<file path="config.mk">
export PLATFORM = sky130hd
export DESIGN_NAME = uart_tx_ext
export DESIGN_NICKNAME = d
export VERILOG_FILES = /design/src/rtl/uart_tx_ext.sv
export SDC_FILE = /design/constraint.sdc
export NUM_CORES = 1
export LEC_CHECK = 0
export CORE_MARGIN = 2
export CORE_UTILIZATION = 25
export CTS_CLUSTER_SIZE = 40
export DETAILED_ROUTE_END_ITERATION = 16
export GPL_TIMING_DRIVEN = 0
export RECOVER_POWER = 100
export SETUP_SLACK_MARGIN = 0.02
export SYNTH_ARGS = -nofsm -noshare
export SYNTH_HDL_FRONTEND = slang
export SYNTH_SLANG_ARGS = --single-unit
</file>
<file path="constraint.sdc">
create_clock -name clock -period 5.19 [get_ports clock]
set_clock_uncertainty 0.1 [all_clocks]
set_input_delay 0.7785 -clock clock [delete_from_list [all_inputs] [get_ports clock]]
set_output_delay 0.7785 -clock clock [all_outputs]
set_load 0.1 [all_outputs]
</file>
<file path="src/rtl/uart_tx_ext.sv">
//==============================================================================
// Module   : uart_tx_ext
// Purpose  : UART transmitter with runtime baud divider, optional parity,
//            one or two stop bits and an optional input FIFO.
//            Frame: start(0), data LSB first, [parity], stop(1) x STOP_BITS.
// Ports    : clock        - rising-edge clock
//            reset        - synchronous, active-high reset
//            baud_divider - clocks per bit, sampled at frame start (0 -> 1)
//            data_valid   - source offers a word
//            data_ready   - block accepts a word this cycle
//            data_bits    - word to send, LSB first
//            busy         - frame in progress or FIFO non-empty
//            fifo_level   - FIFO occupancy (tied to 0 without FIFO)
//            tx           - serial line, idle high
// Config   : define UART_TX_FIFO_EN to insert a FIFO_DEPTH-entry input FIFO.
// Revision : 1.0 - initial release
//==============================================================================
`default_nettype none

module uart_tx_ext #(
   parameter int NUMBER_OF_BITS = 8,
   parameter int DIVIDER_BITS   = 16,
   parameter int PARITY         = 0,
   parameter int STOP_BITS      = 1,
   parameter int FIFO_DEPTH     = 16
) (
   input  logic                              clock,
   input  logic                              reset,
   input  logic [DIVIDER_BITS-1:0]           baud_divider,
   input  logic                              data_valid,
   output logic                              data_ready,
   input  logic [NUMBER_OF_BITS-1:0]         data_bits,
   output logic                              busy,
   output logic [$clog2(FIFO_DEPTH+1)-1:0]   fifo_level,
   output logic                              tx
);

   localparam int LVL_W = $clog2(FIFO_DEPTH + 1);
   localparam int BIT_W = $clog2(NUMBER_OF_BITS);

   typedef enum logic [2:0] {
      S_IDLE   = 3'd0,
      S_START  = 3'd1,
      S_DATA   = 3'd2,
      S_PARITY = 3'd3,
      S_STOP   = 3'd4
   } state_t;

   state_t                    state_q, state_d;
   logic [DIVIDER_BITS-1:0]   div_q, div_d;
   logic [DIVIDER_BITS-1:0]   cnt_q, cnt_d;
   logic [BIT_W-1:0]          bit_q, bit_d;
   logic                      stop_q, stop_d;
   logic [NUMBER_OF_BITS-1:0] shift_q, shift_d;
   logic                      par_q, par_d;
   logic                      tx_q, tx_d;

   logic                      w_bit_end;
   logic                      w_last_stop;
   logic                      w_load_ok;
   logic                      w_src_valid;
   logic                      w_src_pop;
   logic [NUMBER_OF_BITS-1:0] w_src_data;
   logic                      w_src_par;
   logic                      w_fifo_busy;

   // Bit timing: every bit lasts div_q clocks, div_q is frozen for the frame.
   assign w_bit_end   = (cnt_q == (div_q - DIVIDER_BITS'(1)));
   assign w_last_stop = (state_q == S_STOP) && w_bit_end &&
                        (stop_q == 1'(STOP_BITS - 1));
   // The shifter can take a new word when idle, or in the very last clock of
   // the final stop bit so that the next start bit follows with no gap.
   assign w_load_ok   = (state_q == S_IDLE) || w_last_stop;
   assign w_src_pop   = w_src_valid && w_load_ok;
   assign w_src_par   = (PARITY == 2) ? ~(^w_src_data) : (^w_src_data);

`ifdef UART_TX_FIFO_EN
   localparam int PTR_W = $clog2(FIFO_DEPTH);

   logic [NUMBER_OF_BITS-1:0] mem_q [FIFO_DEPTH];
   logic [PTR_W-1:0]          wr_ptr_q, rd_ptr_q;
   logic [LVL_W-1:0]          level_q;
   logic                      w_push;

   assign data_ready  = !reset && (level_q != LVL_W'(FIFO_DEPTH));
   assign w_push      = data_valid && data_ready;
   assign w_src_valid = (level_q != '0);
   assign w_src_data  = mem_q[rd_ptr_q];
   assign w_fifo_busy = (level_q != '0);
   assign fifo_level  = level_q;

   always_ff @(posedge clock) begin
      if (w_push) begin
         mem_q[wr_ptr_q] <= data_bits;
      end
   end

   // Pointers wrap naturally because FIFO_DEPTH is a power of two.
   always_ff @(posedge clock) begin
      if (reset) begin
         wr_ptr_q <= '0;
         rd_ptr_q <= '0;
         level_q  <= '0;
      end else begin
         if (w_push) begin
            wr_ptr_q <= wr_ptr_q + PTR_W'(1);
         end
         if (w_src_pop) begin
            rd_ptr_q <= rd_ptr_q + PTR_W'(1);
         end
         case ({w_push, w_src_pop})
            2'b10:   level_q <= level_q + LVL_W'(1);
            2'b01:   level_q <= level_q - LVL_W'(1);
            default: level_q <= level_q;
         endcase
      end
   end
`else
   // Direct handshake: the source feeds the shifter without buffering.
   assign data_ready  = !reset && w_load_ok;
   assign w_src_valid = data_valid && !reset;
   assign w_src_data  = data_bits;
   assign w_fifo_busy = 1'b0;
   assign fifo_level  = '0;
`endif

   always_ff @(posedge clock) begin
      if (reset) begin
         state_q <= S_IDLE;
         div_q   <= DIVIDER_BITS'(1);
         cnt_q   <= '0;
         bit_q   <= '0;
         stop_q  <= 1'b0;
         shift_q <= '0;
         par_q   <= 1'b0;
         tx_q    <= 1'b1;
      end else begin
         state_q <= state_d;
         div_q   <= div_d;
         cnt_q   <= cnt_d;
         bit_q   <= bit_d;
         stop_q  <= stop_d;
         shift_q <= shift_d;
         par_q   <= par_d;
         tx_q    <= tx_d;
      end
   end

   // tx is computed one clock ahead and registered, so the line never glitches.
   always_comb begin
      state_d = state_q;
      div_d   = div_q;
      cnt_d   = cnt_q + DIVIDER_BITS'(1);
      bit_d   = bit_q;
      stop_d  = stop_q;
      shift_d = shift_q;
      par_d   = par_q;
      tx_d    = tx_q;

      case (state_q)
         S_IDLE: begin
            cnt_d = cnt_q;
            tx_d  = 1'b1;
         end
         S_START: begin
            if (w_bit_end) begin
               state_d = S_DATA;
               cnt_d   = '0;
               bit_d   = '0;
               tx_d    = shift_q[0];
            end
         end
         S_DATA: begin
            if (w_bit_end) begin
               cnt_d = '0;
               if (bit_q == BIT_W'(NUMBER_OF_BITS - 1)) begin
                  if (PARITY != 0) begin
                     state_d = S_PARITY;
                     tx_d    = par_q;
                  end else begin
                     state_d = S_STOP;
                     stop_d  = 1'b0;
                     tx_d    = 1'b1;
                  end
               end else begin
                  bit_d   = bit_q + BIT_W'(1);
                  shift_d = shift_q >> 1;
                  tx_d    = shift_q[1];
               end
            end
         end
         S_PARITY: begin
            if (w_bit_end) begin
               state_d = S_STOP;
               cnt_d   = '0;
               stop_d  = 1'b0;
               tx_d    = 1'b1;
            end
         end
         S_STOP: begin
            if (w_bit_end) begin
               cnt_d = '0;
               if (w_last_stop) begin
                  state_d = S_IDLE;
                  tx_d    = 1'b1;
               end else begin
                  stop_d = 1'b1;
               end
            end
         end
         default: begin
            state_d = S_IDLE;
            tx_d    = 1'b1;
         end
      endcase

      // Loading a word overrides the above: start bit begins next clock.
      if (w_src_pop) begin
         state_d = S_START;
         div_d   = (baud_divider == '0) ? DIVIDER_BITS'(1) : baud_divider;
         cnt_d   = '0;
         shift_d = w_src_data;
         par_d   = w_src_par;
         tx_d    = 1'b0;
      end
   end

   assign tx   = tx_q;
   assign busy = (state_q != S_IDLE) || w_fifo_busy;

endmodule

`default_nettype wire
</file>
Word-level counts from Yosys, hierarchy flattened. Index checks and enable logic that the tools add are counted.

Mux-type cells: 33. Add/sub/neg operators: 3. Reductions and logical operators: 22. Eq/ne operators: 22. Bitwise logic cells: 2.

Operators with widths (number): 16-bit two-way mux (2); 8-bit two-way mux (4); 16-bit case mux with 2 select lines (1); 3-bit two-way mux (9); 2-bit != test, second input constant (10); 3-bit != test, second input constant (6); 16-bit by 1-bit adder with 16-bit output, second input constant (1); 16-bit equality test (1); 16-bit zero test (1); 16-bit by 1-bit subtractor with 16-bit output, second input constant (1); 3-bit case mux with 5 select lines (1); 7-bit AND reduction (2); 1-bit two-way mux (13); 3-bit by 2-bit equality test with 1-bit output, second input constant (2); 3-bit equality test, second input constant (2); 3-bit case mux with 2 select lines (1); 6-bit AND reduction (1); 2-bit nonzero test (3); 3-bit nonzero test (2); 1-bit logical AND (5); 5-bit AND reduction (1); 1-bit case mux with 4 select lines (1); 4-bit AND reduction (1); 4-bit OR reduction (1); 9 further kinds (10).

Flip-flop bits (word level): 48.

Depth between registers and ports, before layout. Gate-level depths: netlist of run 1.

Word-level depth: 8. Depth in mapped cells: 12.

Worst setup path before layout of run 1. OpenSTA, ideal clock, no wires.

Path type: register to output. Start point: reg div_q[0]. End point: out data_ready. Cell stages (with the launch flop): 10. Data arrival time: 6020 ps. Path buffers: 0. Required time: 4312 ps. Slack: -1708 ps. Path through: dfxtp_1 > inv_1 > ha_1 > or3b_1 > or3_1 > a2111oi_0 > o22ai_1 > nor4_1 > nand2b_1 > a2111oi_1.

Word-level cells in the longest chain between the ends: 6.

Ends and longest elaborated chain: start: declaration (line 50) `logic [DIVIDER_BITS-1:0] div_q, div_d;`; start signal: assignment (line 139) `div_q <= div_d;`; 16-bit by 1-bit subtractor with 16-bit output (line 68) `assign w_bit_end = (cnt_q == (div_q - DIVIDER_BITS'(1)));`; 16-bit equality test (line 68); 1-bit logical AND (2 in series) (line 69) `assign w_last_stop = (state_q == S_STOP) && w_bit_end &&`; 1-bit logical OR (line 73) `assign w_load_ok = (state_q == S_IDLE) || w_last_stop;`; 1-bit logical AND (line 120) `assign data_ready = !reset && w_load_ok;`; end: declaration (line 31) `output logic data_ready,`.

No other way between the ends.

Worst setup path in the final report of run 1. Ends and elaborated chain as after synthesis.

==> results.toml, run 1 <==
[clock_network]
clkLatencyLatePin_ns = 0.29
path_clk_slew_ns = 0.09
htreeDepth = 2
root_buffer = "clkbuf_8"
hold_buffers = 0
clockBufferDepth = 2
cts_tree = "yes"
cts_buffers = 5
cts_setup_buffers = 0
clock_sinks = 48

[global_routing]
grt_use_total_pct = 11.7
first_global_vias = 2257
grt_first_pass_wirelength_um = 10800
grt_max_degree = 14
overflow = 0
antenna_found_initial = 0

[sta]
final_max_slew_viol_count = 0
max_freq_mhz = 210
finalSetupTns_ns = 0
setup_viol = 0
setup_slack_ns = 0.420
holdWs_ns = 0.384
max_slew_margin_pct = 33.0
finalCriticalPeriod_ns = 4.77
tightest_slew_ns = 1.00
finalHoldViolations = 0
grt_setup_unrepaired = "false"
period_share_pct = 91.9

[place]
port_buffers = 28
place_hpwl_um = 5050
pre_cts_ws_ns = -0.482
gp_congestion = 0.871

[die]
core-area_um2 = 10300
die_area_um2 = 11500
die_y_um = 107
start_util_pct = 25.8
io_pins = 35
rows = 37
dieWidth_um = 107

[synth]
yosysTopAreaCell = "dfxtp_1"
synth_common_cells = "48 x dfxtp_1, 35 x nand2_1, 26 x nor2_1"
synth_ff_type = "dfxtp_1"
synthDistinctLibCells = 58
yosysWarningCount = 0
postSynthCellCount = 319
netlist_area_um2 = 2660
ys_ff_latch = 48
synth_most_common_cell = "dfxtp_1"
synthArstFlopShare_pct = 0
synth_area_per_cell_um2 = 8.34
ys_top_cells_by_area = "dfxtp_1 36%, xnor2_1 5.9%, nand2_1 4.9%"
synth_top_area_share_pct = 36.1
synth_edf_count = 0
synth.yosys.seq_area_share_pct = 36.1

[finish]
multiInputGateArea_um2 = 1580
fillCellCount = 1093
fin_util_pct = 31.0
fin_nets = 389
ff_latch_area_um2 = 961
n_antenna_cell = 0
syn_to_final_growth_pct = 20.4
drive_gt1_share_pct = 6.13

[setup_path]
r2r_end = "div_q[4]"
startpoint = "div_q[0]"
critPathCapture = "data_ready"
r2r_slack_ns = 0.87
crit_type = "reg -> out"
cp_max_fo = 8
setup.worst_path.end_class = "primary output"
worstSetupStartpointType = "flop"
regToRegStartpoint = "div_q[0]"
r2r_cells = 12
worst_ep_arrival_time_ns = 3.89
required_ns = 4.31

[routing]
wl_met1_um = 3040
dr.pass1.iters = 4
drc = 0
ant_nets = 0
avgRoutedWirePerCell_um = 13.1
viasPerCell = 4.72
highest_layer = "met4"
dr.first_iter.drc_count = 75
met2_length_um = 3170
num_vias = 2334
wl_met3_um = 216
wirelength_um = 6460

[flow_run]
drv_cap = 0

[hold_path]
hp-class = "reg -> reg"

[power]
p_leak_nw = 1.10
total_power_mw = 0.939
irDropWorstVdd_mv = 0.112
p_per_area_nw_per_um2 = 293

[status]
outcome = "complete, no violations"
==> kinds of logic after synthesis <==
logic type                 Yosys count  synth area share (%)
muxes                                2                 0.753
AOI/OAI and AO/OA                   62                  17.0
xor gates and xnor gates            32                  10.5
DFF                                 48                  36.1
and+or+nand+nor                    141                  27.8
adders and majority gates            4                  1.88
other                                1                 0.141
buffers and inverters               29                  5.74
==> worst max-delay path, stage by stage, from the launching register on <==
cell and delay [ns]:
dfxtp_1 0.36, inv_1 0.09, ha_1 0.24, or3b_1 0.44
or3_1 0.36, a2111oi_0 0.41, o22ai_1 0.20, nor4_4 0.49
nand2b_1 0.18, a2111oi_4 0.36, buf_2 0.47
==> worst min path at each step <==
stage,startpoint,cells after the start,slack (ns),to
floorplan,bit_q[1],2,0.34,bit_q[1]
global placement,bit_q[1],2,0.35,bit_q[1]
detailed placement,bit_q[2],2,0.37,bit_q[2]
CTS,bit_q[2],2,0.38,bit_q[2]
global route,shift_q[4],2,0.40,shift_q[3]
finish,shift_q[2],2,0.38,shift_q[2]
==> state kept, by name, summed over array words and instances (netlist names) <==
name and count:
bit_q 3, cnt_q 16, state_q 3, div_q 16, shift_q 8, tx 1, stop_q 1
==> layout make-up <==
type,instances,area share [%]
multi-input cells,246,49.3
flip-flops and latches,48,30.0
inverters,9,1.05
well taps,136,5.31
clock buffers,8,2.81
repair buffers,28,8.59
plain buffers,20,2.93
==> layer usage <==
layer,up-vias,global-route usage [%]
met5,-,0
met2,39,20.3
li1,1212,-
met3,6,2.43
met1,1077,14.8
met4,0,2.50
==> layout by cell type, fill, tap and decap left out, drive strengths merged, types with 10 or more instances in the layout <==
| cell type | synthesis | layout |
|---|---|---|
| a22o | 12 | 12 |
| clkbuf | 9 | 23 |
| clkdlybuf4s50 | 0 | 25 |
| dfxtp | 48 | 48 |
| nand2 | 35 | 35 |
| nand3 | 17 | 17 |
| nor2 | 27 | 27 |
| nor3 | 10 | 10 |
| o21ai | 13 | 13 |
| xnor2 | 18 | 18 |
| xor2 | 14 | 14 |
==> repair_timing <==
| item | in CTS | in global routing |
|---|---|---|
| endpoints found under the setup margin | 1 | 1 |
| endpoints found under the hold margin | 0 | 0 |
| resized for setup | 4 | 3 |
| gates cloned | 0 | 0 |
==> where the power goes <==
part,total (mW),internal [mW],switching (mW)
clock network,0.226,0.109,0.117
logic,0.291,0.110,0.180
registers,0.422,0.394,0.0281
total,0.939,0.613,0.325
==> per-stage QoR <==
step / instances / area [um2]
6_report: 495 / 3200
5_1_grt: 495 / 3200
4_1_cts: 495 / 3240
3_5_place_dp: 487 / 3140
3_3_place_gp: 487 / 3140
2_1_floorplan: 323 / 2690
(Power assumes the default switching activity.)
==> run 2: changes to the inputs <==
- CORE_UTILIZATION: 25 -> 40
==> results.toml, run 2 (synthesis gave the netlist of run 1 again) <==
[status]
outcome = "complete, no violations"

[place]
place_hpwl_um = 4910
port_buffers = 28
gp_congestion = 0.855

[routing]
avgRoutedWirePerCell_um = 14.9
dr.pass1.iters = 4
viasPerCell = 5.44
num_vias = 2363
wirelength_um = 6460
drc = 0
dr.first_iter.drc_count = 114
ant_nets = 0

[setup_path]
required_ns = 4.31
cp_max_fo = 8
crit_family = "simple AND/OR/NAND/NOR gates"
cp_cell_sequence = "inv_1 -> ha_1 -> or3b_1 -> or3_1 -> a2111oi_0 -> o22ai_1 -> nor4_4 -> nand2b_1 -> a2111oi_4 -> clkbuf_2"
crit_type = "reg -> out"
worstSetupStartpointType = "flop"
worst-path-buf-inv = 2
worst_path_max_delay_cell = "nor4_4"
setup.worst_path.end_class = "primary output"
worst_ep_arrival_time_ns = 3.97
slowest_delay_ns = 0.52

[finish]
layout_common_cells = "48 x dfxtp_1, 35 x nand2_1, 27 x nor2_1"
syn_to_final_growth_pct = 18.0
top_regs = "cnt_q x16, div_q x16, shift_q x8"
fin_nets = 389
n_antenna_cell = 0
drive_gt1_share_pct = 6.16
fillCellCount = 640
final_common_cell = "dfxtp_1"

[die]
die_y_um = 85.6
rows = 29
dieWidth_um = 85.6
start_util_pct = 41.7
io_pins = 35
die_area_um2 = 7320
core-area_um2 = 6390

[clock_network]
cts_buffers = 5
htreeDepth = 2
clockBufferDepth = 2
clock_sinks = 48
cts_tree = "yes"
cts_setup_buffers = 0
root_buffer = "clkbuf_8"
path_clk_slew_ns = 0.08
clkLatencyLatePin_ns = 0.30
hold_buffers = 0

[sta]
finalCriticalPeriod_ns = 4.85
finalHoldViolations = 0
period_share_pct = 93.5
tightest_slew_ns = 0.973
finalSetupTns_ns = 0
grt_setup_unrepaired = "false"
max_slew_margin_pct = 34.9
final_max_slew_viol_count = 0
max_freq_mhz = 206
setup_viol = 0

[power]
total_power_mw = 0.974
p_leak_nw = 1.11
irDropWorstVdd_mv = 0.228
p_per_area_nw_per_um2 = 310

[global_routing]
overflow = 0
antenna_found_initial = 0
grt_use_total_pct = 18.0
grt_first_pass_wirelength_um = 10600
grt_max_degree = 14
first_global_vias = 2240

[flow_run]
drv_cap = 0

[hold_path]
hp-class = "reg -> reg"
-- run 2: changes by cell type in the layout (fill, tap and decap cells not counted), sizes merged --
cell and change:
buf -1, bufinv +1, clkbuf -2
-- run 2: final cells by class --
| type | count | area [um2] | area share, % |
|---|---|---|---|
| multi-input combinational | 246 | 1580 | 50.3 |
| sequential | 48 | 961 | 30.6 |
| timing repair buffer | 28 | 275 | 8.77 |
| tap | 77 | 96.3 | 3.07 |
| buffer | 20 | 93.8 | 2.99 |
| clock buffer | 5 | 68.8 | 2.19 |
| inverter | 9 | 33.8 | 1.08 |
| clock inverter | 1 | 30.0 | 0.957 |
-- run 2: routing by layer --
metal / vias to the layer above / wire [um] / global-route usage, %
met2: 41 / 3160 / 31.0
met1: 1104 / 3040 / 23.4
li1: 1213 / - / -
met3: 5 / 206 / 3.18
met5: - / 0 / 0
met4: 0 / 46 / 4.91
-- run 2: path summary, 6_finish.rpt --
check / to / startpoint / slack (ns) / cells after the start
max: data_ready / div_q[0] / 0.34 / 10
min: bit_q[2] / bit_q[2] / 0.38 / 2
max reg2reg: div_q[0] / div_q[0] / 0.90 / 12
min reg2reg: bit_q[2] / bit_q[2] / 0.38 / 2
-- run 2: metrics by stage --
stage | worst slack (ns) | instance area, um2 | util (%) | cells | hold slack, ns
4_1_cts | 0.0615 | 3180 | 49.7 | 434 | 0.381
2_1_floorplan | 0.364 | 2690 | - | 323 | 0.340
3_5_place_dp | -0.540 | 3070 | 48.1 | 428 | 0.367
6_report | 0.337 | 3140 | 49.1 | 434 | 0.377
3_3_place_gp | -0.498 | 3070 | 48.1 | 428 | 0.354
5_1_grt | 0.0838 | 3140 | 49.1 | 434 | 0.402
-- run 2: power breakdown --
group | leakage [nW] | internal [mW] | switching, mW
combinational | 0.667 | 0.110 | 0.179
clock | 0.0501 | 0.139 | 0.123
sequential | 0.391 | 0.394 | 0.0283
total | 1.11 | 0.643 | 0.330
-- run 2: repair_timing --
item,4_1_cts,5_1_grt
cloned,0,0
gates resized for setup,4,3
setup endpoints to repair,1,1
-- run 2: tightest hold or removal path, delay by kind of cell (launching register included) --
family          cells  cell delay (ns)
compound gates      1             0.06
flops               1             0.32
simple gates        1             0.05
